### src/rtl/control_unit_types_pkg.sv
// Control encodings: writeback source select and the memory-stage FSM states.
package control_unit_types_pkg;
  typedef enum logic [1:0] {
    MTR_ALU = 2'd0,
    MTR_MEM = 2'd1,
    MTR_NPC = 2'd2
  } memtoreg_t;

  typedef enum logic [1:0] {
    IDLE = 2'd0,
    BUSY = 2'd1,
    DONE = 2'd2
  } mmstate_t;
endpackage

### src/rtl/cpu_types_pkg.sv
// Basic datapath widths shared across the pipeline.
package cpu_types_pkg;
  localparam int WORD_W = 32;
  localparam int REG_W  = 5;

  typedef logic [WORD_W-1:0] word_t;
  typedef logic [REG_W-1:0]  regbits_t;
endpackage

### src/rtl/mm_stage_if.sv
// Data-cache port of the memory stage.
// Handshake: a request (dmemREN or dmemWEN, never both) is held with stable
// dmemaddr/dmemstore until the cache answers with dhit; dhit completes the
// request in that same cycle and dmemload is valid only while dhit is high.
interface mm_stage_if;
  import cpu_types_pkg::*;

  logic  dmemREN;
  logic  dmemWEN;
  word_t dmemaddr;
  word_t dmemstore;
  logic  dhit;
  word_t dmemload;

  modport master (
    output dmemREN, dmemWEN, dmemaddr, dmemstore,
    input  dhit, dmemload
  );

  modport slave (
    input  dmemREN, dmemWEN, dmemaddr, dmemstore,
    output dhit, dmemload
  );
endinterface

### src/rtl/mm_stage_mmwb_reg.sv
// MM/WB pipeline latch: loads on enable, takes a bubble on flush or once
// halted, and owns the sticky halt flag.
module mmwb_reg
  import cpu_types_pkg::*;
(
  input  logic     CLK,
  input  logic     nRST,
  input  logic     en,
  input  logic     flush,
  input  logic     halt,
  input  logic     reg_wen,
  input  regbits_t rd,
  input  word_t    wdat,
  output logic     wb_RegWEN,
  output regbits_t wb_rd,
  output word_t    wb_wdat,
  output logic     wb_halt
);

  // Latch writeback fields; a write to $0 is suppressed here so WB never sees it.
  always_ff @(posedge CLK or negedge nRST) begin
    if (!nRST) begin
      wb_RegWEN <= 1'b0;
      wb_rd     <= '0;
      wb_wdat   <= '0;
      wb_halt   <= 1'b0;
    end else if (en) begin
      if (flush || wb_halt) begin
        wb_RegWEN <= 1'b0;
        wb_rd     <= '0;
        wb_wdat   <= '0;
      end else begin
        wb_RegWEN <= reg_wen & (|rd);
        wb_rd     <= rd;
        wb_wdat   <= wdat;
      end
      if (halt && !flush) begin
        wb_halt <= 1'b1;
      end
    end
  end

endmodule

### src/rtl/mm_stage.sv
// Memory stage: issues data-cache requests, stalls upstream while an access
// is outstanding, keeps loaded data through hazard freezes, and feeds MM/WB.
module mm_stage
  import cpu_types_pkg::*;
  import control_unit_types_pkg::*;
(
  input  logic       CLK,
  input  logic       nRST,
  input  memtoreg_t  MemtoReg,
  input  logic       RegWEN,
  input  logic       dRENi,
  input  logic       dWENi,
  input  logic       halt,
  input  regbits_t   rd,
  input  word_t      ALUOut,
  input  word_t      store,
  input  word_t      npc,
  input  logic       hz_stall,
  input  logic       flush,
  mm_stage_if.master dcif,
  output logic       mm_stall,
  output logic       wb_RegWEN,
  output regbits_t   wb_rd,
  output word_t      wb_wdat,
  output logic       wb_halt,
  output mmstate_t   mm_state
);

  mmstate_t state, state_n;
  word_t    ldata;
  word_t    wdat;
  logic     memop;
  logic     ren, wen;
  logic     capture;
  logic     load_en;

  // nRST gates requests so the cache sees them vanish as soon as reset hits.
  assign memop = (dRENi | dWENi) & ~flush & ~wb_halt & nRST;

  // Next state and request generation; a load wins over a store if both are set.
  always_comb begin
    state_n = state;
    ren     = 1'b0;
    wen     = 1'b0;
    capture = 1'b0;
    unique case (state)
      IDLE: begin
        ren = dRENi & memop;
        wen = dWENi & ~dRENi & memop;
        if (memop && !dcif.dhit) begin
          state_n = BUSY;
        end else if (memop && dcif.dhit && hz_stall) begin
          state_n = DONE;
          capture = 1'b1;
        end
      end
      BUSY: begin
        ren = dRENi & memop;
        wen = dWENi & ~dRENi & memop;
        if (flush) begin
          state_n = IDLE;
        end else if (dcif.dhit && !hz_stall) begin
          state_n = IDLE;
        end else if (dcif.dhit && hz_stall) begin
          state_n = DONE;
          capture = 1'b1;
        end
      end
      DONE: begin
        if (!hz_stall || flush) begin
          state_n = IDLE;
        end
      end
      default: state_n = IDLE;
    endcase
  end

  // State register and the held copy of load data used while frozen in DONE.
  always_ff @(posedge CLK or negedge nRST) begin
    if (!nRST) begin
      state <= IDLE;
      ldata <= '0;
    end else begin
      state <= state_n;
      if (capture) begin
        ldata <= dcif.dmemload;
      end
    end
  end

  // Writeback data select; in DONE the cache has moved on, so use the held copy.
  always_comb begin
    wdat = ALUOut;
    unique case (MemtoReg)
      MTR_MEM: wdat = (state == DONE) ? ldata : dcif.dmemload;
      MTR_NPC: wdat = npc;
      default: wdat = ALUOut;
    endcase
  end

  assign dcif.dmemREN   = ren;
  assign dcif.dmemWEN   = wen;
  assign dcif.dmemaddr  = ALUOut;
  assign dcif.dmemstore = store;
  assign mm_stall       = (ren | wen) & ~dcif.dhit;
  assign load_en        = ~mm_stall & ~hz_stall;
  assign mm_state       = state;

  mmwb_reg u_mmwb (
    .CLK       (CLK),
    .nRST      (nRST),
    .en        (load_en),
    .flush     (flush),
    .halt      (halt),
    .reg_wen   (RegWEN),
    .rd        (rd),
    .wdat      (wdat),
    .wb_RegWEN (wb_RegWEN),
    .wb_rd     (wb_rd),
    .wb_wdat   (wb_wdat),
    .wb_halt   (wb_halt)
  );

endmodule
### src/flat_wrapper.sv
// flat-port wrapper written by rule: the top's interface ports become plain ports
module mm_stage_flat import cpu_types_pkg::*; import control_unit_types_pkg::*;
  (CLK, nRST, MemtoReg, RegWEN, dRENi, dWENi, halt, rd, ALUOut, store, npc, hz_stall, flush, mm_stall, wb_RegWEN, wb_rd, wb_wdat, wb_halt, mm_state, dcif_dmemREN, dcif_dmemWEN, dcif_dmemaddr, dcif_dmemstore, dcif_dhit, dcif_dmemload);
  mm_stage_if dcif_i ();
  input  logic CLK;
  input  logic nRST;
  input  memtoreg_t MemtoReg;
  input  logic RegWEN;
  input  logic dRENi;
  input  logic dWENi;
  input  logic halt;
  input  regbits_t rd;
  input  word_t ALUOut;
  input  word_t store;
  input  word_t npc;
  input  logic hz_stall;
  input  logic flush;
  output logic mm_stall;
  output logic wb_RegWEN;
  output regbits_t wb_rd;
  output word_t wb_wdat;
  output logic wb_halt;
  output mmstate_t mm_state;
  output wire logic [$bits(dcif_i.dmemREN)-1:0] dcif_dmemREN;
  output wire logic [$bits(dcif_i.dmemWEN)-1:0] dcif_dmemWEN;
  output wire logic [$bits(dcif_i.dmemaddr)-1:0] dcif_dmemaddr;
  output wire logic [$bits(dcif_i.dmemstore)-1:0] dcif_dmemstore;
  input wire logic [$bits(dcif_i.dhit)-1:0] dcif_dhit;
  input wire logic [$bits(dcif_i.dmemload)-1:0] dcif_dmemload;
  assign dcif_dmemREN = dcif_i.dmemREN;
  assign dcif_dmemWEN = dcif_i.dmemWEN;
  assign dcif_dmemaddr = dcif_i.dmemaddr;
  assign dcif_dmemstore = dcif_i.dmemstore;
  assign dcif_i.dhit = dcif_dhit;
  assign dcif_i.dmemload = dcif_dmemload;
  mm_stage u_core (.CLK(CLK), .nRST(nRST), .MemtoReg(MemtoReg), .RegWEN(RegWEN), .dRENi(dRENi), .dWENi(dWENi), .halt(halt), .rd(rd), .ALUOut(ALUOut), .store(store), .npc(npc), .hz_stall(hz_stall), .flush(flush), .dcif(dcif_i), .mm_stall(mm_stall), .wb_RegWEN(wb_RegWEN), .wb_rd(wb_rd), .wb_wdat(wb_wdat), .wb_halt(wb_halt), .mm_state(mm_state));
endmodule
### config.mk
export PLATFORM = sky130hd
export DESIGN_NAME = mm_stage_flat
export DESIGN_NICKNAME = d
export VERILOG_FILES = /design/src/rtl/control_unit_types_pkg.sv /design/src/rtl/cpu_types_pkg.sv /design/src/rtl/mm_stage_if.sv /design/src/rtl/mm_stage_mmwb_reg.sv /design/src/rtl/mm_stage.sv /design/src/flat_wrapper.sv
export SDC_FILE = /design/constraint.sdc
export NUM_CORES = 1
export LEC_CHECK = 0
export ABC_AREA = 1
export BUFFER_PORTS_ARGS = -buffer_cell sky130_fd_sc_hd__buf_2
export CORE_ASPECT_RATIO = 2
export CORE_MARGIN = 2
export CORE_UTILIZATION = 49
export DETAILED_ROUTE_END_ITERATION = 10
export GPL_ROUTABILITY_DRIVEN = 0
export GPL_TIMING_DRIVEN = 0
export PLACE_DENSITY_LB_ADDON = 0.3
export SYNTH_ARGS = -nofsm -noshare
export SYNTH_HDL_FRONTEND = slang
export SYNTH_SLANG_ARGS = --single-unit
### constraint.sdc
create_clock -name CLK -period 3.1 [get_ports CLK]
set_input_delay 0.465 -clock CLK [delete_from_list [all_inputs] [get_ports CLK]]
set_output_delay 0.465 -clock CLK [all_outputs]
set_load 0.01 [all_outputs]
==> results.yml, run 1 <==
synth:
  syn_avg_cell_area_um2: 7.332
  synth.largest_area_cell: "dfrtp_1"
  synthesis.nets: 789
  yosysWarningCount: 0
  ys_ff_latch: 73
  yosys.cell_types.count: 25
  netlist_area_um2: 4715
  postSynthCellCount: 643
  seq_area_frac_synth_pct: 38.75
  synth_top_area_share_pct: 38.75
  synth_area_leaders: "dfrtp_1, nand2_1, buf_4"
job:
  drv_cap: 0
timing:
  rsz0062_at_grt: "no"
  drv_slew: 0
  finalCritPeriodShare_pct: 83.62
  skew_ns: 0.006596
  relSlewSlack_pct: 64.47
  tns_ns: 0
  finalHoldViolations: 0
  fin_ws_ns: 0.5079
  finalSetupViolations: 0
  worst_slew_pin_slew_ns: 0.5330
  holdWs_ns: 0.3627
  fmax_mhz: 385.8
  fin_crit_ns: 2.592
floorplanning:
  die_area_um2: 10470
  initial_core_util_pct: 50.24
  core.rowCount: 50
  io_pins: 252
  core_area_um2: 9384
  die_y_um: 142.7
  die_w_um: 73.36
critical_path:
  max_stage_delay_ns: 0.52
  cpLargestDelayFamily: "buffers and inverters"
  start_kind: "primary input"
  path_cells: "dlygate4sd3_1 > buf_4 > buf_16 > nand2_4 > nor2_4 > nand3_2 > inv_1 > buf_2"
  crit_type: "primary input to output pin"
  cp_num_buf_inv: 5
  arrival_ns: 2.13
  cp_slowest_cell: "dlygate4sd3_1"
  critPathRequiredTime_ns: 2.63
  worst_setup_path_end_kind: "output pin"
  cp_max_fo: 62
clock_network:
  clock_latency_ns: 0.33
  cts.sinks: 73
  clock_path_buffers: 2
  h-tree-depth: 3
  cts_tree: "done"
  clk_pin_slew_ns: 0.06
  cts_root_buffer: "clkbuf_16"
  cts_buffers: 9
  post_cts_buffers: 0
detailed_routing:
  drt_iter0_drc: 207
  drc: 0
  antenna_left: 0
  wl_per_cell_um: 14.46
  routed_via_density: 5.019
  vias: 4939
  routed_wirelength_um: 14230
  dr.pass1.iters: 5
layout:
  antenna_cells: 0
  fin_area_um2: 6256
  num-fill-cells: 872
  area_growth_syn_to_layout_pct: 32.70
  nets: 1021
  drive_gt1_share_pct: 39.32
power_and_ir_drop:
  leakagePower_nw: 3.701
  peakVddDrop_uv: 258.9
  power_mw: 2.560
  powerDensity_nw_per_um2: 409.2
outcome:
  status: "complete, no violations"
global_routing:
  grt_overflow: 0
  grt_pass1_wl_um: 22290
  grt_use_total_pct: 27.23
  grt_max_degree: 63
  grt_pass1_vias: 4932
  antenna_found_initial: 0
placed_design:
  placed_area_um2: 5971
  numPortBuffers: 219
  dpl_worst_slack_ns: 0.9710
  hpwl_um: 11230
min_path:
  hold_class: "primary input to flip-flop"
==> power breakdown <==
part	switching, mW	internal [mW]	total [mW]
registers	0.0347	1.03	1.06
clock network	0.373	0.581	0.954
logic	0.284	0.261	0.545
==> cell families (layout without fill, tap and decap cells) <==
kind of cell               after synthesis  count (layout)  synth area share (%)
DFF                                     73              73                 38.75
adders and majority gates                2               2                0.5307
buffers and inverters                  176             413                 20.41
AOI/OAI and AO/OA                      106             106                 13.19
and+or+nand+nor                        286             286                 27.12
==> synth_stat cells <==
| cell | n |
|---|---|
| o21ai_2 | 23 |
| buf_1 | 4 |
| buf_2 | 12 |
| buf_4 | 64 |
| inv_1 | 75 |
| o21ai_0 | 31 |
| clkbuf_1 | 14 |
| o31ai_1 | 1 |
| ha_1 | 2 |
| o21bai_1 | 1 |
| nand3_1 | 35 |
| nand2_4 | 1 |
| nor2_1 | 4 |
| nand2_1 | 207 |
| a21oi_1 | 32 |
| o21ai_1 | 18 |
| nor3_1 | 1 |
| dfrtp_1 | 73 |
| nor2_4 | 2 |
| nand3_2 | 2 |
| nand2_2 | 1 |
| buf_6 | 6 |
| nand3b_1 | 32 |
| nor4_1 | 1 |
| clkbuf_2 | 1 |
==> registers in the layout, summed over array words and instances (netlist names) <==
register and cells:
u_core.u_mmwb.wb_RegWEN 1, u_core.u_mmwb.wb_halt 1, u_core.u_mmwb.wb_rd 5, u_core.ldata 32
u_core.mm_state 2, u_core.u_mmwb.wb_wdat 32
==> per-stage QoR <==
step | cells | util [%]
6_report | 984 | 66.67
5_1_grt | 984 | 66.67
4_1_cts | 984 | 66.67
3_5_place_dp | 967 | 63.63
3_3_place_gp | 966 | 63.31
2_1_floorplan | 643 | -
==> cell usage in the layout, fill, tap and decap left out, drive strengths merged, types with 3 or more instances in the layout <==
master	count
clkinv	3
dfrtp	73
nand3b	32
nor2	6
nand3	37
clkbuf	28
a21oi	32
o21ai	72
inv	75
buf	306
nand2	209
==> path summary, 6_finish.rpt <==
| check | slack, ns | startpoint | endpoint | depth (start not counted) |
|---|---|---|---|---|
| max | 0.51 | nRST | mm_stall | 8 |
| min | 0.36 | dcif_dhit | u_core.mm_state[0] | 2 |
| max reg2reg | 1.44 | u_core.u_mmwb.wb_halt | u_core.u_mmwb.wb_wdat[15] | 7 |
| min reg2reg | 0.48 | u_core.ldata[2] | u_core.ldata[2] | 2 |
| max in group asynchronous | 1.99 | nRST | u_core.ldata[10] | 3 |
| min in group asynchronous | 0.53 | nRST | u_core.u_mmwb.wb_wdat[29] | 2 |
==> routing by layer <==
metal  up-vias  global-route usage [%]  wire length, µm
li1       2420                       -                -
met1      2264                   28.30             5073
met2       230                   53.20             7978
met3        25                   3.529              889
met4         0                   9.665              289
met5         -                       0                0
==> what timing repair did <==
item	CTS	global route
hold buffers	1	0
endpoints found under the setup margin	0	0
hold endpoints to repair	12	0
gates resized for setup	0	0
==> area by class of cell <==
cell class,count,area (µm²),area share (%)
Multi-Input combinational cell,394,1926,30.78
Sequential cell,73,1827,29.20
Timing Repair Buffer,221,1136,18.16
Buffer,101,680.7,10.88
Inverter,75,281.5,4.500
Clock buffer,13,260.3,4.160
Tap cell,104,130.1,2.080
Clock inverter,3,15.01,0.2400
(Power assumes the default switching activity.)
==> inputs of run 2 (changes only) <==
- CORE_UTILIZATION: 49 -> 41
- clock period: 3.1 -> 2.3 ns (I/O delays scaled with it)
==> run 2 against run 1 <==
Effect of this change:
- critical path depth is the same
- cell count up 4.0%
- largest power group is now the clock network
- first-iteration DRC count grew 1.9%
- via count shrank 1.4%
- design area up 1.6%
- die area is 19% higher
- non-clock buffer count increased by 1
==> results.yml, run 2 (synthesis results as in run 1) <==
placed_design:
  dp.cells: 1005
  numPortBuffers: 219
  hpwl_um: 11300
  dpl_worst_slack_ns: 0.1656
  placed_area_um2: 6018
detailed_routing:
  vias: 4872
  drc: 0
  routed_via_density: 4.762
  drt_iter0_drc: 211
  wl_per_cell_um: 14.05
  antenna_left: 0
  routed_wirelength_um: 14380
  dr.pass1.iters: 4
critical_path:
  path_cells: "dlygate4sd3_1 > buf_4 > buf_16 > nand2_4 > nor2_4 > nand3_2 > inv_1 > buf_2"
  cp_slowest_cell: "dlygate4sd3_1"
  crit_start: "nRST"
  start_kind: "primary input"
  r2r_cells: 7
  critPathRequiredTime_ns: 1.96
  reg2reg_from: "u_core.u_mmwb.wb_halt"
  crit_type: "primary input to output pin"
  arrival_ns: 1.81
  worst_setup_path_end_kind: "output pin"
  max_stage_delay_ns: 0.53
  cp_max_fo: 42
  r2r-end: "u_core.u_mmwb.wb_rd[3]"
  regToRegSetupSlack_ns: 0.63
min_path:
  hold_class: "primary input to flip-flop"
  min_from: "dcif_dhit"
  min_to: "u_core.mm_state[0]"
  whs_path_depth: 2
job:
  drv_cap: 0
power_and_ir_drop:
  p_int_mw: 2.666
  clkPwrFrac_pct: 40.1
  powerDensity_nw_per_um2: 567.7
  p_sw_share_pct: 26.13
  p_switching_uw: 943.0
  seqPwrFrac_pct: 39.6
  leakagePower_nw: 3.724
  p_comb_share_pct: 20.3
  peakVddDrop_uv: 361.0
clock_network:
  cts_buffers: 9
  post_cts_buffers: 0
  cts_root_buffer: "clkbuf_16"
  clock_path_buffers: 2
  h-tree-depth: 3
  cts-hold-fix-buffers: 2
  cts.sinks: 73
  clock_latency_ns: 0.33
  clk_pin_slew_ns: 0.06
  ctsResizeCount: 0
  cts_tree: "done"
layout:
  final_cell_mix: "buf_2, nand2_1, inv_1"
  mostFrequentLayoutCell: "buf_2"
  stdcell_count: 1023
  final_util_pct: 56.33
  antenna_cells: 0
  fin_area_um2: 6357
  drive_gt1_share_pct: 39.39
  area_growth_syn_to_layout_pct: 34.85
  reg.largest.list: "u_core.ldata (32), u_core.u_mmwb.wb_wdat (32), u_core.u_mmwb.wb_rd (5)"
  num-fill-cells: 1202
  nets: 1022
floorplanning:
  die_area_um2: 12420
  initial_core_util_pct: 41.77
  core.rowCount: 55
  die_w_um: 79.83
  core_area_um2: 11290
  io_pins: 252
  die_y_um: 155.7
timing:
  fmax_mhz: 464.6
  drv_slew: 0
  holdWs_ns: 0.2379
  finalHoldViolations: 0
  skew_ns: 0.004698
  rsz0062_at_grt: "no"
  worst_slew_pin_slew_ns: 0.5776
  finalSetupViolations: 0
  finalCritPeriodShare_pct: 93.57
  fin_crit_ns: 2.152
  fin_ws_ns: 0.1478
  relSlewSlack_pct: 61.49
outcome:
  status: "complete, no violations"
global_routing:
  grt_max_degree: 43
  grt_pass1_vias: 4704
  grt_overflow: 0
  antenna_found_initial: 0
  grt_pass1_wl_um: 22360
  grt_use_total_pct: 23.18
## run 2: cell count changes in the layout (fill, tap and decap cells not counted), sizes merged
| cell | change |
|---|---|
| buf | +1 |
| clkinv | -2 |
| clkbuf | +1 |
| bufinv | +1 |
## run 2: final cells by class
cell class	instances	area (µm²)	area share, %
repair buffers	222	1156	18.19
inverters	75	281.5	4.428
flip-flops and latches	73	1827	28.73
plain buffers	101	680.7	10.71
clock inverters	2	35.03	0.5511
multi-input cells	394	1926	30.29
clock buffers	14	274.0	4.310
well taps	142	177.7	2.795
## run 2: how the worst max path moves through the flow
stage / to / slack, ns
finish: mm_stall / 0.15
global route: mm_stall / 0.02
CTS: mm_stall / 0.13
detailed placement: u_core.u_mmwb.wb_rd[3] / 0.17
global placement: u_core.u_mmwb.wb_wdat[15] / -0.51
floorplan: dcif_dmemWEN / 0.73
## run 2: power by group through the flow
stage	combinational (mW)	sequential [mW]	clock [mW]
2_1_floorplan	0.458	1.44	0
3_3_place_gp	0.718	1.44	0
3_5_place_dp	0.734	1.45	0
4_1_cts	0.742	1.43	1.47
5_1_grt	0.824	1.44	1.53
6_report	0.733	1.43	1.45
## run 2: worst max-delay path, delay by kind of cell
family | cells | cell delay (ns)
buf+inv | 5 | 1.13
simple gates | 3 | 0.31
## run 2: metrics by stage
stage	total power [mW]	setup TNS (ns)
global placement	2.160	-32.75
CTS	3.641	0
detailed placement	2.181	0
finish	3.609	0
floorplan	1.893	0
global route	3.791	0
## run 2: routing by layer
| layer | share of wire (%) | GRT usage, % |
|---|---|---|
| met1 | 36 | 25.06 |
| met2 | 55 | 44.30 |
| met3 | 6.3 | 3.067 |
| met4 | 2.4 | 8.878 |
| met5 | 0 | 0 |
